$ cat src/rtl/cpu_pkg.sv
// Shared definitions for the CPU code-memory loader: default widths and
// the loader state encoding.
package cpu_pkg;

  localparam int CPU_DATA_W = 16;
  localparam int CPU_ADDR_W = 6;

  typedef enum logic [2:0] {
    ST_IDLE  = 3'd0,
    ST_RECV  = 3'd1,
    ST_WRITE = 3'd2,
    ST_FILL  = 3'd3,
    ST_RUN   = 3'd4,
    ST_ERR   = 3'd5
  } loader_state_t;

endpackage

$ cat src/rtl/load_addr_counter.sv
// Code-memory write address counter. Clear wins over increment; at_max
// flags the last address so the loader can stop without wrapping.
module load_addr_counter #(
  parameter int ADDR_W = cpu_pkg::CPU_ADDR_W
) (
  input  logic              clk,
  input  logic              reset,
  input  logic              clear,
  input  logic              incr,
  output logic [ADDR_W-1:0] count,
  output logic              at_max
);

  // Address register: cleared at session start, stepped after each write.
  always_ff @(posedge clk or posedge reset) begin
    if (reset) begin
      count <= '0;
    end else if (clear) begin
      count <= '0;
    end else if (incr) begin
      count <= count + 1'b1;
    end
  end

  assign at_max = &count;

endmodule

$ cat src/rtl/program_loader.sv
// Loads a program word-by-word into code memory while holding the CPU in
// reset, pads unused addresses with FILL_WORD, then releases the CPU.
// The system CPU reset is expected to be (reset | cpu_hold).
//
//   state | meaning
//   IDLE  | after reset; CPU held, waiting for start
//   RECV  | waiting for the next program word (word_ready=1)
//   WRITE | one-cycle write of the captured word at the counter address
//   FILL  | writing FILL_WORD to every remaining address through max
//   RUN   | program loaded; CPU released, done=1
//   ERR   | too many words offered; CPU held, error=1
module program_loader
  import cpu_pkg::*;
#(
  parameter int               DATA_W    = CPU_DATA_W,
  parameter int               ADDR_W    = CPU_ADDR_W,
  parameter logic [DATA_W-1:0] FILL_WORD = '0
) (
  input  logic              clk,
  input  logic              reset,
  input  logic              start,
  input  logic              word_valid,
  input  logic [DATA_W-1:0] word_in,
  input  logic              word_last,
  output logic              word_ready,
  output logic              cmem_we,
  output logic [ADDR_W-1:0] cmem_addr,
  output logic [DATA_W-1:0] cmem_wdata,
  output logic              cpu_hold,
  output logic              done,
  output logic              error
);

  loader_state_t state, state_nxt;

  logic              cnt_clear;
  logic              cnt_incr;
  logic              capture;
  logic [ADDR_W-1:0] addr_cnt;
  logic              addr_at_max;
  logic [DATA_W-1:0] word_q;
  logic              last_q;

  load_addr_counter #(
    .ADDR_W (ADDR_W)
  ) u_addr_cnt (
    .clk    (clk),
    .reset  (reset),
    .clear  (cnt_clear),
    .incr   (cnt_incr),
    .count  (addr_cnt),
    .at_max (addr_at_max)
  );

  // State register.
  always_ff @(posedge clk or posedge reset) begin
    if (reset) begin
      state <= ST_IDLE;
    end else begin
      state <= state_nxt;
    end
  end

  // Holding register for the accepted word and its last flag.
  always_ff @(posedge clk or posedge reset) begin
    if (reset) begin
      word_q <= '0;
      last_q <= 1'b0;
    end else if (capture) begin
      word_q <= word_in;
      last_q <= word_last;
    end
  end

  // Next-state and counter control; start is only honoured in IDLE/RUN/ERR.
  always_comb begin
    state_nxt = state;
    cnt_clear = 1'b0;
    cnt_incr  = 1'b0;
    capture   = 1'b0;
    case (state)
      ST_IDLE, ST_RUN, ST_ERR: begin
        if (start) begin
          state_nxt = ST_RECV;
          cnt_clear = 1'b1;
        end
      end
      ST_RECV: begin
        if (word_valid) begin
          state_nxt = ST_WRITE;
          capture   = 1'b1;
        end
      end
      ST_WRITE: begin
        // At the top address there is nowhere left to go: a last word
        // finishes the load, anything else is an overflow.
        if (addr_at_max) begin
          state_nxt = last_q ? ST_RUN : ST_ERR;
        end else begin
          state_nxt = last_q ? ST_FILL : ST_RECV;
          cnt_incr  = 1'b1;
        end
      end
      ST_FILL: begin
        if (addr_at_max) begin
          state_nxt = ST_RUN;
        end else begin
          cnt_incr = 1'b1;
        end
      end
      default: begin
        state_nxt = ST_IDLE;
      end
    endcase
  end

  // Moore outputs; the write port is forced to zero when not strobed.
  always_comb begin
    word_ready = 1'b0;
    cmem_we    = 1'b0;
    cmem_addr  = '0;
    cmem_wdata = '0;
    cpu_hold   = 1'b1;
    done       = 1'b0;
    error      = 1'b0;
    case (state)
      ST_RECV: begin
        word_ready = 1'b1;
      end
      ST_WRITE: begin
        cmem_we    = 1'b1;
        cmem_addr  = addr_cnt;
        cmem_wdata = word_q;
      end
      ST_FILL: begin
        cmem_we    = 1'b1;
        cmem_addr  = addr_cnt;
        cmem_wdata = FILL_WORD;
      end
      ST_RUN: begin
        cpu_hold = 1'b0;
        done     = 1'b1;
      end
      ST_ERR: begin
        error = 1'b1;
      end
      default: begin
        cpu_hold = 1'b1;
      end
    endcase
  end

endmodule

$ cat config.mk
export PLATFORM = sky130hd
export DESIGN_NAME = program_loader
export DESIGN_NICKNAME = d
export VERILOG_FILES = /design/src/rtl/cpu_pkg.sv /design/src/rtl/load_addr_counter.sv /design/src/rtl/program_loader.sv
export SDC_FILE = /design/constraint.sdc
export NUM_CORES = 1
export LEC_CHECK = 0
export ABC_AREA = 0
export CAP_MARGIN = 0
export CORE_AREA = 8 8 68 70
export CTS_CLUSTER_SIZE = 10
export DETAILED_ROUTE_END_ITERATION = 10
export DIE_AREA = 0 0 76 78
export GPL_TIMING_DRIVEN = 0
export PLACE_DENSITY = 0.8
export SLEW_MARGIN = 20
export SYNTH_ARGS = -nofsm -noshare
export SYNTH_HDL_FRONTEND = slang
export SYNTH_SLANG_ARGS = --single-unit
export TNS_END_PERCENT = 100
$ cat constraint.sdc
create_clock -name clk -period 2.1 [get_ports clk]
set_clock_uncertainty 0.15 [all_clocks]
set_input_delay 0.42 -clock clk [delete_from_list [all_inputs] [get_ports clk]]
set_output_delay 0.42 -clock clk [all_outputs]
set_load 0.02 [all_outputs]
Yosys cells after proc, flatten, opt, wreduce, memory -nomap -nowiden
Index checks and enable logic that the tools add are counted.
- output and inout port bits: 27
- bits in registers: 26
- word-level logic and storage cells: 41
- input bits: 21
- reduce and logical (&&, ||, !) cells: 6
- $add $sub $neg: 1
- multiplexer cells: 22
- eq/ne operators: 8
- operator list (kind ; number):
    two-way mux 6 bit ; 3
    two-way mux 16 bit ; 1
    two-way mux 1 bit ; 12
    two-way mux 3 bit ; 4
    one-hot mux 3 bit (4 select lines) ; 1
    adder 6 x 1 -> 6 bit (second input constant) ; 1
    == test 3 x 2 -> 1 bit (second input constant) ; 2
    == test 3 bit (second input constant) ; 2
    inequality test 2 bit (second input constant) ; 3
    AND reduction 6 bit ; 1
    == test 3 x 1 -> 1 bit (second input constant) ; 1
    zero test 3 bit ; 1
    AND reduction 3 bit ; 1
    OR reduction 3 bit ; 1
    two-way mux 2 bit ; 1
    nonzero test 2 bit ; 1
    OR reduction 2 bit ; 1

Longest topological paths before layout
Gate-level depths: netlist (run 1).
- word-level depth: 5
- depth in mapped cells: 5
- depth with buffers taken out: 4

Modules after synthesis
From an unflattened synthesis (run 1), not the netlist that was laid out.
- cell total of the unflattened synthesis: 115
- area total of the unflattened synthesis: 1352.5 µm²
- by module, submodules not included (module ; sequential area each (µm²) ; instances ; area an instance (µm²) ; cells each):
    program_loader ; 500.5 ; 1 ; 1071.0 ; 88
    load_addr_counter ; 150.1 ; 1 ; 281.5 ; 27

Least setup slack after synthesis (run 1)
OpenSTA, ideal clock, no wires.
- kind: flip-flop to output port
- start: register state[1]
- end: output cpu_hold
- path buffers: 1
- required time: 1530 ps
- data arrival time: 1343 ps
- setup slack: 187 ps
- cell stages (with the launch flop): 4
- path through: dfrtp_1 > buf_4 > nor3b_1 > inv_1
- longest elaborated chain between the ends: 2
- RTL lines (what ; RTL line ; RTL):
    from (decl) ; program_loader.sv:34 ; loader_state_t state, state_nxt;
    from (signal assigned) ; program_loader.sv:60 ; state <= state_nxt;
    == test 3 bit ; program_loader.sv:126 ; case (state)
    two-way mux 1 bit ; program_loader.sv:126 ;
    to (decl) ; program_loader.sv:29 ; output logic cpu_hold,
No other way between the ends.

Worst setup path in the final report (run 1)
- start: register state[2]
- end: output cmem_wdata[11]
- longest elaborated chain between the ends: 2
- RTL lines (what ; RTL line ; RTL):
    == test 3 x 2 -> 1 bit ; program_loader.sv:126 ;
    two-way mux 16 bit ; program_loader.sv:126 ;
    to (decl) ; program_loader.sv:28 ; output logic [DATA_W-1:0] cmem_wdata,
No other way between the ends.

==> results of run 1 <==
==> area by class of cell <==
| type | instances | area, µm² |
|---|---|---|
| plain buffers | 4 | 53.8 |
| clock buffers | 3 | 22.5 |
| clock inverters | 1 | 30.0 |
| fillers | 291 | 1420 |
| inverters | 4 | 15.0 |
| multi-input cells | 81 | 743 |
| flip-flops and latches | 26 | 652 |
| well taps | 48 | 60.1 |
| repair buffers | 58 | 553 |
==> path summary, 6_finish.rpt <==
path	from	endpoint	slack [ns]	cells after the start
min in group clk	word_q[10]	word_q[10]	0.38	1
setup reg to reg	state[1]	word_q[6]	0.41	4
hold reg to reg	word_q[10]	word_q[10]	0.38	1
hold / removal	reset	u_addr_cnt.count[2]	0.30	2
max in group asynchronous	reset	state[0]	1.12	2
setup / recovery	state[2]	cmem_wdata[11]	-0.01	6
==> power groups by stage <==
stage	combinational, µW	sequential [µW]	clock, µW
6_report	1680	960	346
5_1_grt	1800	991	373
4_1_cts	1570	943	352
3_5_place_dp	1500	939	0
3_3_place_gp	1450	918	0
2_1_floorplan	1020	877	0
==> logic make-up (layout without fill, tap and decap cells) <==
| logic type | after synthesis | count (layout) | share of synthesized area [%] |
|---|---|---|---|
| mux | 20 | 20 | 18.1 |
| flops | 26 | 26 | 46.1 |
| compound gates | 15 | 15 | 8.07 |
| simple gates | 45 | 45 | 22.0 |
| fa+ha+maj | 1 | 1 | 0.886 |
| buf+inv | 9 | 70 | 4.88 |
==> through the flow <==
step | TNS, ns | hold WS (ns) | instance area, µm² | utilization, %
after global routing | -1.34 | 0.359 | 2130 | 60.0
after CTS | -0.842 | 0.379 | 2070 | 58.2
after global placement | -4.03 | 0.330 | 1940 | 54.7
after detailed placement | -4.68 | 0.338 | 1940 | 54.7
final | -0.0696 | 0.296 | 2130 | 60.0
after floorplan | 0 | 0.310 | 1410 | -
==> critical path, stage by stage (launching register included) <==
cell	delay, ns
dfrtp_1	0.40
buf_6	0.13
nor2b_4	0.11
and2b_4	0.21
buf_6	0.13
and2_4	0.14
buf_6	0.11
==> Yosys cell counts (all sizes together), types with 2 or more instances <==
| master | n | area share [%] |
|---|---|---|
| mux2i | 3 | 2.1 |
| buf | 5 | 3.8 |
| nand2 | 2 | 0.53 |
| dfrtp | 26 | 46 |
| inv | 4 | 1.1 |
| o21ai | 6 | 2.1 |
| nor2 | 4 | 2.2 |
| mux2 | 17 | 16 |
| nor3 | 3 | 1.1 |
| nor2b | 3 | 1.9 |
| nor3b | 2 | 1.1 |
| a21oi | 2 | 0.71 |
| and2 | 23 | 10 |
==> flip-flops by register name, summed over array words and instances (netlist names) <==
signal	cells
u_addr_cnt.count	6
state	3
last_q	1
word_q	16
==> repair_timing <==
item	4_1_cts	5_1_grt
endpoints found under the setup margin	27	24
gates cloned	1	0
pin swaps	9	1
buffers inserted	7	3
resized for setup	135	32
==> layer usage <==
metal / up-vias / global-route usage [%] / wire length [µm]
met5: - / 0 / 0
met4: 0 / 4.71 / 22
met3: 2 / 3.57 / 191
met2: 42 / 20.8 / 1950
met1: 549 / 14.8 / 1610
li1: 529 / - / -
==> results.py, run 1 <==
metrics = {
    "power_and_ir_drop": {
        "p_total_uw": 2980,
        "p_int_uw": 1880,
        "power_frac_comb_pct": 56.2,
        "switching_power_uw": 1100,
        "p_clk_share_pct": 11.6,
        "leakagePower_uw": 0.000966,
        "p_seq_share_pct": 32.2,
        "peakVddDrop_uv": 672,
        "sw_frac_of_total_pct": 37.0,
        "power.density_nw_per_um2": 1400,
    },
    "timing": {
        "hold_viol": 0,
        "finalSetupViolCount": 8,
        "finalMaxSlewViolations": 0,
        "rsz0062_at_grt": "true",
        "worst_slack_ns": -0.0150,
        "tightest_slew_ns": 0.543,
        "maxSlewHeadroom_pct": 63.8,
        "clock.fmax_mhz": 473,
        "period_share_pct": 101,
        "min_period_ns": 2.11,
    },
    "die": {
        "pin_count": 48,
        "die_y_um": 78,
        "die_area_um2": 5930,
        "fp.coreArea_um2": 3550,
        "start_util_pct": 39.7,
        "rows": 22,
        "die_w_um": 76,
    },
    "clock_network": {
        "tritoncts": "built",
        "cts_buffers": 3,
        "cts_root_buffer": "clkbuf_4",
        "clockBufferDepth": 2,
        "clk_pin_slew_ns": 0.16,
        "hold_buffers": 0,
        "clk_latency_ns": 0.33,
        "clock_sinks": 26,
        "h-tree-depth": 1,
    },
    "routing": {
        "first_pass_iters": 4,
        "via_count": 1122,
        "drc": 0,
        "wl_per_cell_um": 16.8,
        "viasPerCell": 4.99,
        "drtIter0Drc": 88,
        "antenna_left": 0,
        "wirelength_um": 3780,
    },
    "placed_design": {
        "place.gp.congestion": 0.826,
        "pre_cts_ws_ns": -0.329,
        "port_buffers": 47,
        "dp_cells": 211,
        "dp_hpwl_um": 2630,
    },
    "global_routing": {
        "grt_max_degree": 27,
        "track_usage_pct": 12.5,
        "grt_first_pass_wirelength_um": 6060,
        "grt_pass1_vias": 1199,
        "grt-ovfl-total": 0,
        "grt_antenna_before_repair": 0,
    },
    "synthesis": {
        "yosys.cell_types.count": 35,
        "synth-main-ff-cell": "dfrtp_1",
        "ys_warn_count": 0,
        "synth-seq-area-share_pct": 46.1,
        "synth-edff-count": 0,
        "synth-seq-cells": 26,
        "synth_area_um2": 1410,
        "synthCells": 116,
        "syn-num-nets": 138,
        "syn_avg_cell_area_um2": 12.2,
        "ys_async_sr_fraction_pct": 100,
    },
    "layout": {
        "final_common_cell": "dfrtp_1",
        "final_cell_mix": "25 x dfrtp_1, 21 x buf_6, 20 x clkdlybuf4s50_1, 15 x buf_4, 12 x and2_4",
        "antenna_cells": 0,
        "drive_above_1_share_pct": 49.2,
        "syn2layout_area_growth_pct": 50.9,
        "instances_no_fill": 225,
        "nets": 200,
    },
    "setup_path": {
        "crit_arrival_ns": 1.54,
        "critical_path.max_fanout": 6,
        "crit_path_end_kind": "output pin",
        "cp-start-kind": "register",
        "worst-setup-path-type": "register to output pin",
        "cp.required_ns": 1.53,
    },
    "outcome": {
        "violations": "negative setup slack",
        "outcome": "finished with violations",
    },
    "flow_run": {
        "maxCapViolCount": 0,
    },
    "worst_hold_path": {
        "min_path_type": "primary input to async pin",
    },
}
(Power assumes the default switching activity.)
==> run 2: changes to the inputs <==
PLACE_DENSITY = unset   (was 0.8)
PLACE_DENSITY_LB_ADDON = 0.05   (was unset)
RECOVER_POWER = 50   (was unset)
==> run 2 against run 1 <==
The run now ends clean. Critical path depth fell by 1. Global-route usage fell by 0.65 points. First-iteration DRC count fell by 2.3%. Sequential share of layout area rose by 0.80 points. Critical path type unchanged. Highest routed layer unchanged.
==> results.py, run 2 (synthesis gave the netlist of run 1 again) <==
metrics = {
    "layout": {
        "largest_reg_flops": 16,
        "final_cell_mix": "24 x dfrtp_1, 20 x buf_6, 19 x clkdlybuf4s50_1, 16 x and2_4, 9 x mux2_4",
        "final_common_cell": "dfrtp_1",
        "seq_area_um2": 653,
        "regMostFlops": "word_q",
        "nets": 195,
        "syn2layout_area_growth_pct": 47.3,
        "final_area_um2": 2080,
        "reg_top3": "word_q (16), u_addr_cnt.count (6), state (3)",
        "fill_cells": 303,
        "final_util_pct": 58.6,
        "multi_input_area_um2": 739,
        "drive_above_1_share_pct": 49.4,
        "instances_no_fill": 220,
        "antenna_cells": 0,
    },
    "timing": {
        "min_period_ns": 2.08,
        "tightest_slew_ns": 1.00,
        "worst_slack_ns": 0.0234,
        "rsz0062_at_grt": "true",
        "finalSetupViolCount": 0,
        "finalMaxSlewViolations": 0,
        "clock.fmax_mhz": 482,
        "maxSlewHeadroom_pct": 33.0,
        "hold_viol": 0,
        "period_share_pct": 98.9,
    },
    "outcome": {
        "outcome": "finished clean",
    },
    "setup_path": {
        "crit_arrival_ns": 1.51,
        "cp.required_ns": 1.53,
        "r2r_start": "state[1]",
        "critPathMostFrequentCell": "buf_6",
        "cp-start-kind": "register",
        "crit_path_end_kind": "output pin",
        "path_buf_inv": 2,
        "slowest_delay_ns": 0.48,
        "path_delay_family": "flip-flops",
        "critical_path.max_fanout": 6,
        "worst-setup-path-type": "register to output pin",
        "setup.worst_path.start": "state[2]",
        "crit_path_top_delay_cell": "dfrtp_2",
        "timing.critical_path.cells": "nor2b_4 > and2b_4 > buf_6 > and2_4 > buf_6",
    },
    "placed_design": {
        "dp_hpwl_um": 2400,
        "place.gp.congestion": 0.770,
        "pre_cts_ws_ns": -0.321,
        "dpl-instance-area_um2": 1940,
        "dp_cells": 211,
        "port_buffers": 47,
    },
    "power_and_ir_drop": {
        "p_int_uw": 1850,
        "p_clk_share_pct": 12.3,
        "power_frac_comb_pct": 55.4,
        "peakVddDrop_uv": 781,
        "switching_power_uw": 1070,
        "power.density_nw_per_um2": 1400,
        "leakagePower_uw": 0.000932,
        "p_seq_share_pct": 32.3,
        "sw_frac_of_total_pct": 36.6,
    },
    "clock_network": {
        "cts_buffers": 3,
        "cts_root_buffer": "clkbuf_4",
        "clockBufferDepth": 2,
        "tritoncts": "built",
        "clock_sinks": 26,
        "clk_pin_slew_ns": 0.16,
        "h-tree-depth": 1,
        "clk_latency_ns": 0.33,
        "hold_buffers": 0,
    },
    "routing": {
        "wl_per_cell_um": 15.5,
        "drtIter0Drc": 86,
        "wirelength_um": 3400,
        "via_count": 1094,
        "antenna_left": 0,
        "drc": 0,
        "first_pass_iters": 4,
        "viasPerCell": 4.97,
    },
    "die": {
        "rows": 22,
        "start_util_pct": 39.7,
        "die_y_um": 78,
        "die_w_um": 76,
        "fp.coreArea_um2": 3550,
        "die_area_um2": 5930,
        "pin_count": 48,
    },
    "global_routing": {
        "grt_antenna_before_repair": 0,
        "grt-ovfl-total": 0,
        "grt_first_pass_wirelength_um": 5860,
        "grt_pass1_vias": 1239,
        "track_usage_pct": 11.8,
        "grt_max_degree": 27,
    },
    "worst_hold_path": {
        "min_path_type": "register to register",
        "hold_start": "word_q[4]",
    },
    "flow_run": {
        "maxCapViolCount": 0,
    },
}
-- run 2: cell types whose count changed in the layout (fill, tap and decap cells not counted), sizes merged --
cell and delta:
dlygate4sd3 +1, buf -6, clkdlybuf4s50 -1, clkdlybuf4s15 +1
-- run 2: path summary, 6_finish.rpt --
| kind | end | cells after the start | slack [ns] |
|---|---|---|---|
| setup / recovery | cmem_wdata[9] | 5 | 0.02 |
| hold / removal | word_q[4] | 1 | 0.37 |
| setup reg to reg | word_q[3] | 4 | 0.42 |
| hold reg to reg | word_q[4] | 1 | 0.37 |
| max in group asynchronous | state[2] | 2 | 0.53 |
| min in group asynchronous | word_q[0] | 2 | 0.59 |
-- run 2: through the flow --
stage	total power (µW)	TNS, ns	hold slack (ns)
finish	2910	0	0.374
global route	3120	-0.816	0.397
CTS	2860	-1.03	0.375
detailed placement	2420	-4.42	0.334
global placement	2380	-4.05	0.330
floorplan	1900	0	0.310
-- run 2: final cells by class --
cell class / count / area share, %
Buffer: 3 / 2.05
Clock buffer: 3 / 1.08
Sequential cell: 26 / 31.4
Timing Repair Buffer: 54 / 24.8
Inverter: 4 / 0.722
Clock inverter: 1 / 1.44
Multi-Input combinational cell: 81 / 35.6
Tap cell: 48 / 2.89
-- run 2: timing repair --
item                                   4_1_cts  5_1_grt
resized for setup                          148       16
buffers inserted                             5        1
setup endpoints to repair                   27       24
pin swaps                                    9        1
endpoints found under the hold margin        0        0
cloned                                       1        0
-- run 2: power by group through the flow --
stage          Clock, µW  Sequential, µW  Combinational (µW)
2_1_floorplan          0             877                1020
3_3_place_gp           0             917                1460
3_5_place_dp           0             934                1490
4_1_cts              364             938                1560
5_1_grt              382             988                1750
6_report             357             942                1620
-- run 2: per-layer routing --
metal	GRT usage (%)	routed length (µm)	vias to the layer above
met5	0	0	-
met2	20.1	1670	33
li1	-	-	513
met1	13.6	1450	546
met4	3.53	23	0
met3	4.03	254	2
==> run 3: changes to the inputs <==
ABC_AREA = 1   (was 0)
CORE_AREA = 8 8 70 72   (was 8 8 68 70)
DIE_AREA = 0 0 78 80   (was 0 0 76 78)
==> run 3 against run 2 <==
Critical endpoint is now word_ready. Wire length grew 6.4%. Synthesized cell count grew 60%. Die area grew 5.3%. Largest cell class unchanged. Highest routed layer unchanged.
==> results.py, run 3 <==
metrics = {
    "outcome": {
        "outcome": "finished clean",
    },
    "clock_network": {
        "clockBufferDepth": 2,
        "cts_root_buffer": "clkbuf_8",
        "tritoncts": "built",
        "clk_latency_ns": 0.27,
        "clk_pin_slew_ns": 0.10,
        "h-tree-depth": 1,
        "clock_sinks": 26,
        "cts_buffers": 3,
    },
    "power_and_ir_drop": {
        "p_total_uw": 885,
        "leakagePower_uw": 0.00115,
        "peakVddDrop_uv": 178,
        "power.density_nw_per_um2": 438,
    },
    "synthesis": {
        "ys_async_sr_fraction_pct": 100,
        "yosysTopAreaCellShare_pct": 44.0,
        "synth-edff-count": 0,
        "syn_avg_cell_area_um2": 7.96,
        "synthTopCellsByArea": "dfrtp_1 44%, a21oi_2 10%, nor2_1 7.9%, inv_1 7.4%, nand2_1 6.3%",
        "yosys-top-cells-count": "31 x nor2_1, 29 x inv_1, 26 x dfrtp_1",
        "synth-seq-cells": 26,
        "yosysMostFrequentCell": "nor2_1",
        "yosys.area.top_type": "dfrtp_1",
        "ys_warn_count": 0,
        "yosys.cell_types.count": 21,
        "synth-main-ff-cell": "dfrtp_1",
        "synthCells": 186,
        "synth-seq-area-share_pct": 44.0,
        "synth_area_um2": 1480,
        "syn-num-nets": 208,
    },
    "worst_hold_path": {
        "min_path_type": "register to register",
    },
    "timing": {
        "min_period_ns": 2.01,
        "finalMaxSlewViolations": 0,
        "rsz0062_at_grt": "true",
        "clock.fmax_mhz": 496,
        "period_share_pct": 95.9,
        "maxSlewHeadroom_pct": 32.0,
        "hold_viol": 0,
        "finalSetupViolCount": 0,
        "tightest_slew_ns": 1.02,
    },
    "layout": {
        "seq_area_um2": 653,
        "multi_input_area_um2": 676,
        "fill_cells": 411,
        "instances_no_fill": 290,
        "reg_top3": "word_q (16), u_addr_cnt.count (6), state (3)",
        "final_common_cell": "nor2_1",
        "syn2layout_area_growth_pct": 36.7,
        "regMostFlops": "word_q",
        "largest_reg_flops": 16,
        "final_util_pct": 52.5,
        "nets": 263,
        "drive_above_1_share_pct": 32.5,
        "final_area_um2": 2020,
        "final_cell_mix": "31 x nor2_1, 29 x inv_1, 25 x nand2_1, 24 x dfrtp_1, 19 x clkdlybuf4s50_1",
        "antenna_cells": 0,
    },
    "setup_path": {
        "reg2reg_slack_ns": 0.44,
        "cp-start-kind": "register",
        "crit_path_top_delay_cell": "dfrtp_1",
        "worst-setup-path-type": "register to output pin",
        "path_buf_inv": 4,
        "path_delay_family": "buffers and inverters",
        "crit_arrival_ns": 1.44,
        "critical_path.max_fanout": 6,
        "timing.critical_path.cells": "inv_4 > nand2_2 > inv_2 > nand2_2 > inv_2 > dlygate4sd2_1",
        "crit_path_end_kind": "output pin",
        "cp.required_ns": 1.53,
        "slowest_delay_ns": 0.42,
    },
    "die": {
        "start_util_pct": 38.4,
        "rows": 23,
        "fp.coreArea_um2": 3860,
        "pin_count": 48,
        "die_w_um": 78,
        "die_area_um2": 6240,
        "die_y_um": 80,
    },
    "global_routing": {
        "track_usage_pct": 11.5,
        "grt_max_degree": 27,
        "grt-ovfl-total": 0,
        "grt_first_pass_wirelength_um": 6000,
        "grt_antenna_before_repair": 0,
        "grt_pass1_vias": 1392,
    },
    "routing": {
        "viasPerCell": 4.54,
        "drc": 0,
        "drtIter0Drc": 67,
        "wirelength_um": 3620,
        "wl_per_cell_um": 12.5,
        "first_pass_iters": 4,
        "antenna_left": 0,
        "via_count": 1318,
    },
    "placed_design": {
        "dp_cells": 283,
        "dp_hpwl_um": 2700,
        "dpl-instance-area_um2": 2010,
        "port_buffers": 47,
        "place.gp.congestion": 0.843,
    },
    "flow_run": {
        "maxCapViolCount": 0,
    },
}
## run 3: changes by cell type after synthesis, sizes merged, moves of 12 or more
cell,change
nand3,+12
mux2,-17
nor2,+41
a21oi,+17
nand2,+30
inv,+33
and2,-23
## run 3: final cells by class
cell class | instances | share of cell area, %
well taps | 50 | 3.09
repair buffers | 49 | 19.4
flip-flops and latches | 26 | 32.3
clock buffers | 4 | 2.72
plain buffers | 4 | 1.92
multi-input cells | 119 | 33.4
inverters | 38 | 7.17
## run 3: per-stage QoR
stage	TNS [ns]	hold WS, ns	setup slack (ns)
floorplan	0	0.310	0.296
finish	0	0.369	0.0853
detailed placement	-3.05	0.348	-0.232
CTS	-0.108	0.372	-0.0349
global placement	-3.09	0.340	-0.213
global route	-0.00563	0.392	-0.00563
## run 3: tightest hold or removal path: cells and delay by family (launching register included)
| family | cells | cell delay, ns |
|---|---|---|
| DFF | 1 | 0.33 |
| buffers and inverters | 1 | 0.05 |
| AOI/OAI and AO/OA | 1 | 0.10 |
## run 3: power breakdown
group | internal [µW] | switching [µW]
combinational | 32.8 | 18.0
sequential | 500 | 0
clock | 168 | 166
## run 3: cell families after synthesis
logic type / share of synthesized area [%]
XOR/XNOR: 1.18
AND/OR/NAND/NOR: 30.3
adder cells (fa/ha/maj): 0.845
AO/OA/AOI/OAI: 11.4
flip-flops: 44.0
buffers and inverters: 12.3
## run 3: what timing repair did
item                       in CTS  in global routing
setup endpoints to repair      27                 16
cloned                          0                  1
resized for setup              71                 13
pin swaps                       0                  1
hold buffers                    0                  0
buffers inserted                0                  2
## run 3: final timing paths
check	cells after the start	endpoint	startpoint
worst max-delay path	6	word_ready	state[2]
worst min-delay path	2	word_q[10]	word_q[10]
worst max register to register	9	word_q[1]	state[0]
worst min register to register	2	word_q[10]	word_q[10]
max in group asynchronous	2	state[1]	reset
min in group asynchronous	2	word_q[15]	reset
## run 3: metal layers
metal	wire, µm	global-route usage (%)	vias up
li1	-	-	673
met2	1720	19.9	28
met5	0	0	-
met3	161	2.93	4
met1	1700	13.8	613
met4	34	3.33	0
==> RTL edit, RTL diff (config.mk and constraints of run 1) <==
Set the package constant `CPU_DATA_W` to 12 (it was 16).
--- a/src/rtl/cpu_pkg.sv
+++ b/src/rtl/cpu_pkg.sv
@@ -4,3 +4,3 @@
 
-  localparam int CPU_DATA_W = 16;
+  localparam int CPU_DATA_W = 12;
   localparam int CPU_ADDR_W = 6;
Ports: changed (resized cmem_wdata and word_in); port bits go from 48 to 40. The function was not compared with the original's and may differ.
==> RTL edit against run 1 <==
The flow still finishes with violations (negative setup slack). Sequential cell count shrank 4. Worst setup slack lost 0.0022 ns. Final area decreased by 20%. Die area did not move. Utilization decreased by 12 points. Power fell by 25%. Synthesized area decreased by 14%. Wire length decreased by 22%. Largest power group unchanged.
==> RTL edit: results (changes against run 1) <==
run_status:
  outcome: "finished with violations"
  violations: "negative setup slack"
route:
  top_layer: "met3"
  wl_met1_mm: 1.40  # -13%
  met2_length_mm: 1.34  # -31%
  drt-total-wl_mm: 2.93  # -22%
critical_path:
  reg2reg_to: "word_q[3]$_DFFE_PP0P_"
  crit_path_top_delay_cell: "dfrtp_2"
  max_stage_delay_ns: 0.43  # +0.03 ns
  reg2reg_depth: 5  # +1
  reg2reg_slack_ns: 0.37  # -0.04 ns
  cp-endpoint: "cmem_wdata[1]"
sta:
  timing.hold.ws_ns: 0.361  # +0.0654 ns
  setup_slack_ns: -0.0172  # -0.00219 ns
  setup-violations-final: 9  # +1
  finalSetupTns_ns: -0.0701  # -0.000568 ns
synth:
  synth_cell_type_count: 32  # -8.6%
  syn_nets: 124  # -10%
  ys_seq_area_share_pct: 45.5  # -0.55 points
placement:
  place.gp.congestion: 0.829  # +0.34%
  dp_hpwl_mm: 2.16  # -18%
  pre_cts_ws_ns: -0.400  # -0.0712 ns
  dpl_cell_area_um2: 1660  # -15%
cts:
  path_clk_slew_ns: 0.11  # -0.05 ns
  cts_resized: 94  # -30%
grt:
  met2_usage_pct: 15.6  # -5.2 points
  track_usage_pct: 9.58  # -2.9 points
  gr-usage-met1_pct: 11.9  # -2.9 points
  grt_pass1_wl_mm: 4.77  # -21%
layout:
  num-nets-final: 171  # -14%
hold_path:
  worstHoldPathType: "flip-flop to flip-flop"
pwr:
  p_switching_uw: 851  # -23%
RTL edit: layout make-up:
| cell class | count | area, µm² |
|---|---|---|
| Buffer | 4 | 47.5 |
| Clock buffer | 3 | 22.5 |
| Fill cell | 317 | 1850 |
| Inverter | 4 | 15.0 |
| Multi-Input combinational cell | 75 | 614 |
| Sequential cell | 22 | 553 |
| Tap cell | 48 | 60.1 |
| Timing Repair Buffer | 43 | 392 |
RTL edit: cell families (layout without fill, tap and decap cells):
group                    Yosys count  count (layout)  share of synthesized area (%)
AND/OR/NAND/NOR                   43              43                           22.8
flip-flops                        22              22                           45.5
multiplexers                      17              17                           18.5
AO/OA/AOI/OAI                     14              14                           7.56
buffers and inverters              9              54                           4.55
adder cells (fa/ha/maj)            1               1                           1.04
RTL edit: power groups by stage:
stage / sequential (µW) / combinational [µW] / clock [µW]
floorplan: 721 / 851 / 0
global placement: 743 / 1220 / 0
detailed placement: 762 / 1250 / 0
CTS: 767 / 1230 / 186
global route: 793 / 1380 / 209
finish: 770 / 1280 / 179
